<file path="src/rtl/reg_file_sb.sv">
// Two-read, one-write RV32 register file with a pending-write scoreboard.
// Optional write-to-read forwarding: define REG_FILE_SB_BYPASS_EN.
module reg_file_sb #(
    parameter int XLEN = 32,
    parameter int AW   = 5
) (
    input  logic            clk,
    input  logic            rst,
    input  logic            write,
    input  logic [AW-1:0]   rd,
    input  logic [XLEN-1:0] write_data,
    input  logic            read_en,
    input  logic [AW-1:0]   rs1,
    input  logic [AW-1:0]   rs2,
    output logic [XLEN-1:0] out1,
    output logic [XLEN-1:0] out2,
    input  logic            issue_valid,
    input  logic [AW-1:0]   issue_rd,
    output logic            busy1,
    output logic            busy2
);

    localparam int NREGS = 2 ** AW;

    logic [XLEN-1:0]  r_regs [NREGS];
    logic [NREGS-1:0] r_pend;
    logic [XLEN-1:0]  r_out1;
    logic [XLEN-1:0]  r_out2;

    logic             w_wr_en;
    logic             w_iss_en;
    logic [XLEN-1:0]  w_rd1;
    logic [XLEN-1:0]  w_rd2;
    logic [NREGS-1:0] w_pend_nxt;

    assign w_wr_en  = write && (rd != '0);
    assign w_iss_en = issue_valid && (issue_rd != '0);

    always_comb begin
        w_rd1 = (rs1 == '0) ? '0 : r_regs[rs1];
        w_rd2 = (rs2 == '0) ? '0 : r_regs[rs2];
`ifdef REG_FILE_SB_BYPASS_EN
        if (w_wr_en && (rd == rs1)) w_rd1 = write_data;
        if (w_wr_en && (rd == rs2)) w_rd2 = write_data;
`endif
    end

    // Clear first so a same-index issue (new producer) wins.
    always_comb begin
        w_pend_nxt = r_pend;
        if (w_wr_en)  w_pend_nxt[rd]       = 1'b0;
        if (w_iss_en) w_pend_nxt[issue_rd] = 1'b1;
        w_pend_nxt[0] = 1'b0;
    end

    always_ff @(posedge clk or posedge rst) begin
        if (rst) begin
            for (int i = 0; i < NREGS; i++) r_regs[i] <= '0;
        end else if (w_wr_en) begin
            r_regs[rd] <= write_data;
        end
    end

    always_ff @(posedge clk or posedge rst) begin
        if (rst) begin
            r_out1 <= '0;
            r_out2 <= '0;
        end else if (read_en) begin
            r_out1 <= w_rd1;
            r_out2 <= w_rd2;
        end
    end

    always_ff @(posedge clk or posedge rst) begin
        if (rst) r_pend <= '0;
        else     r_pend <= w_pend_nxt;
    end

    assign out1 = r_out1;
    assign out2 = r_out2;

`ifdef REG_FILE_SB_BYPASS_EN
    logic w_rel1;
    logic w_rel2;

    // Writeback releases the consumer unless a new producer issues now.
    assign w_rel1 = write && (rd == rs1)
                 && !(issue_valid && (issue_rd == rs1));
    assign w_rel2 = write && (rd == rs2)
                 && !(issue_valid && (issue_rd == rs2));
    assign busy1 = r_pend[rs1] && !w_rel1;
    assign busy2 = r_pend[rs2] && !w_rel2;
`else
    assign busy1 = r_pend[rs1];
    assign busy2 = r_pend[rs2];
`endif

endmodule

</file>
<file path="config.mk">
export PLATFORM = sky130hd
export DESIGN_NAME = reg_file_sb
export DESIGN_NICKNAME = d
export VERILOG_FILES = /design/src/rtl/reg_file_sb.sv
export SDC_FILE = /design/constraint.sdc
export NUM_CORES = 2
export LEC_CHECK = 0
export CAP_MARGIN = 20
export CORE_MARGIN = 10
export CORE_UTILIZATION = 63
export CTS_CLUSTER_DIAMETER = 60
export CTS_CLUSTER_SIZE = 20
export DETAILED_ROUTE_END_ITERATION = 10
export PLACE_DENSITY = 0.81
export SKIP_LAST_GASP = 1
export SYNTH_ARGS = -nofsm -noshare
export SYNTH_HDL_FRONTEND = slang
export SYNTH_SLANG_ARGS = --single-unit
</file>
<file path="constraint.sdc">
create_clock -name clk -period 50.7 [get_ports clk]
set_input_delay 10.14 -clock clk [delete_from_list [all_inputs] [get_ports clk]]
set_output_delay 10.14 -clock clk [all_outputs]
set_load 0.005 [all_outputs]
</file>
==> summary.txt <==
Avg WL per Cell: 34.47 µm
post-CTS setup repair buffer count: 0
pin count of the biggest net entering global routing: 173
clock skew: 26.67 ps
required time of the critical path: 40,560 ps
Setup Viol. Count Final: 0
Mapped Nets: 4,221
Area Growth Syn to Fin: 8.241%
Vias/cell: 7.470
max_slew headroom: 26.06%
fin crit period: 23,650 ps
WS Path Type: in2out
final net count: 4,060
Cell Area, Placed: 60,510 µm²
CP max FO: 91
Worst Tran Pin Value: 1106 ps
R2R Setup Slk: 48,830 ps
R2R Path End: out1[6]$_DFFE_PP0P_
Max Clk Rate: 42.29 MHz
Critical path origin: rs2[1]
Starting Density: 63.79%
number of global-route vias before repair: 40.39k
CTS Hold Bufs: 0
DRT antenna net count: 0
DIE HEIGHT: 325.3 µm
finished layout cell area: 63,580 µm²
PostCTS Resize Cnt: 0
clk_lat worst skew: 680 ps
Total Routing Usage GR: 34.02%
post-route setup slack: 27,050 ps
final worst-path cycle share: 46.64%
clk sink count: 1,119
GR Overflow Total: 0
total of warnings raised by yosys: 0
CP endpoint kind: output port
final slew viol count: 0
status: finished clean
post-synth cell types: 45
Detailed Route WL: 183.4 mm
RSZ-0062 raised after global routing: false
core region area: 92,080 µm²
asr flop ratio synth: 100.0%
dpl ws: 27,050 ps
clk buf depth: 3
die area: 105,800 µm²
maxcap violations: 0
CTS root buf: clkbuf_16
number of enable flip-flop cells after synthesis: 0
1st-iter DRT viols: 5,144
CP arrival: 13,510 ps
CTS buffer count: 86
Setup TNS: 0 ps
top_reg_cell synth: dfrtp_1
# IOs: 123
Cells after Synth: 4,164
gpl congestion: 0.8350
Startpoint Class: primary input
residual DRC count: 0
CTS H-tree depth: 3
critical path's slowest cell: buf_4
IO Port Bufs: 122
Seq/Total Area, Yosys: 47.67%
final hold viol count: 0
initial antenna violation count: 11
power density over cell area: 37.99 nW/µm²
flops & latches, synth: 1,119
r2r startpoint: r_regs[518]$_DFFE_PP0P_
maximum VDD drop: 0.02499 mV
via count: 39.73k
Std-Cell Rows: 111
hold depth: 0
DP HPWL: 96.96 mm
Netlist Area Pre-Place: 58,740 µm²
static leakage: 0.02788 µW
Fill cells: 6,157
Max stage delay on crit path: 850 ps
fraction of layout cells with a size suffix above 1: 41.28%
smallest hold slack: 401.9 ps
Clock transition at path regs: 80 ps
Die X: 325.3 µm
crit-path cells: buf_8, buf_4, mux4_2, mux4_2, mux2_2, clkdlybuf4s50_1
Worst setup endpoint: busy2
CTS tree: done
Pre-antenna DRT Iters: 6
cell mode on critical path: mux4_2
first-pass GRT wire length: 270.7 mm
cell count of the worst reg-to-reg path: 4
worst min path class: reg2reg
Tot Pwr: 2415 µW
synthesized area per cell: 14.11 µm²
==> worst max-delay path, delay by kind of cell <==
family,cells,cell delay (ps)
muxes,3,1380
buffers and inverters,3,1940
==> state kept, by name (all words and copies together), names as in the netlist <==
| signal | cells |
|---|---|
| out2 | 32 |
| out1 | 32 |
| r_regs | 1024 |
| r_pend | 31 |
==> layer usage <==
metal / global-route usage, % / share of wire, % / vias to the layer above
met3: 7.984 / 10 / 641
met4: 17.31 / 5.9 / 8
met5: 0 / 0.028 / -
met1: 44.61 / 38 / 20950
met2: 52.85 / 46 / 2371
li1: - / - / 15760
==> final cells by class <==
class                      count  area, µm²  share of cell area, %
sequential                  1119      28000                  44.04
multi-input combinational   2574      28950                  45.53
antenna                        4      10.01                0.01574
tap                         1243       1555                  2.446
timing repair buffer         216       2072                  3.259
clock inverter                56      634.4                 0.9977
inverter                       6      32.53                0.05117
clock buffer                 101       2323                  3.654
==> placed cells by master (no fill, tap or decap), drive strengths merged, types with 4 or more instances in the layout <==
master | netlist | routed
a2111oi | 4 | 4
a211oi | 62 | 62
a21oi | 6 | 6
a221o | 60 | 60
a221oi | 60 | 60
a22o | 77 | 77
and3b | 4 | 4
buf | 180 | 100
bufinv | 0 | 4
clkbuf | 285 | 101
clkdlybuf4s50 | 0 | 116
clkinv | 1 | 18
dfrtp | 1119 | 1119
diode | 0 | 4
inv | 5 | 39
mux2 | 1060 | 1060
mux2i | 318 | 318
mux4 | 340 | 340
nand2 | 81 | 81
nand2b | 12 | 12
nand3 | 6 | 6
nand3b | 8 | 8
nor2 | 86 | 86
nor2b | 4 | 4
nor3 | 68 | 68
nor3b | 8 | 8
nor4b | 60 | 60
o211a | 60 | 60
o21ai | 32 | 32
o221ai | 4 | 4
o22ai | 126 | 126
or2 | 6 | 6
or3b | 4 | 4
==> synth_stat cells (12+ instances only) <==
master | count | area (µm²)
dfrtp_1 | 1119 | 28000
mux2_2 | 1028 | 11580
mux4_2 | 340 | 7657
mux2i_1 | 318 | 3183
clkbuf_1 | 285 | 1070
o22ai_1 | 126 | 788.3
buf_2 | 90 | 450.4
nor2_1 | 86 | 322.8
nand2_1 | 81 | 304.0
a22o_1 | 77 | 674.4
nor3_1 | 68 | 340.3
a211oi_1 | 62 | 465.5
a221o_1 | 60 | 600.6
a221oi_1 | 60 | 525.5
nor4b_1 | 60 | 525.5
o211a_1 | 60 | 600.6
buf_1 | 51 | 191.4
buf_4 | 33 | 247.7
mux2_1 | 32 | 360.4
o21ai_0 | 32 | 160.2
nand2b_1 | 12 | 75.07
==> kinds of logic (layout without fill, tap and decap cells) <==
family,count (synthesis),after routing,synth area share [%]
AOI/OAI and AO/OA,501,501,6.823
buffers and inverters,471,379,3.489
DFF,1119,1119,47.67
muxes,1718,1718,38.78
other,0,4,0
and+or+nand+nor,355,355,3.240
==> report_power, final <==
| group | internal, µW | total, µW | switching [µW] |
|---|---|---|---|
| sequential | 1060 | 1190 | 131 |
| clock | 366 | 732 | 366 |
| combinational | 292 | 494 | 202 |
| total | 1720 | 2420 | 698 |
==> how the worst min path moves through the flow <==
stage | startpoint | end
2_1_floorplan | r_regs[1000]$_DFFE_PP0P_ | r_regs[1000]$_DFFE_PP0P_
3_3_place_gp | r_regs[1007]$_DFFE_PP0P_ | r_regs[1007]$_DFFE_PP0P_
3_5_place_dp | r_regs[995]$_DFFE_PP0P_ | r_regs[995]$_DFFE_PP0P_
4_1_cts | r_regs[1023]$_DFFE_PP0P_ | r_regs[1023]$_DFFE_PP0P_
5_1_grt | r_regs[996]$_DFFE_PP0P_ | r_regs[996]$_DFFE_PP0P_
6_report | r_regs[993]$_DFFE_PP0P_ | r_regs[993]$_DFFE_PP0P_
==> through the flow <==
stage	utilization, %	std cells
floorplan	-	4164
global placement	65.72	5154
detailed placement	65.72	5154
CTS	68.93	5311
global route	69.05	5318
finish	69.05	5319
Power figures use the tool's default switching activity.
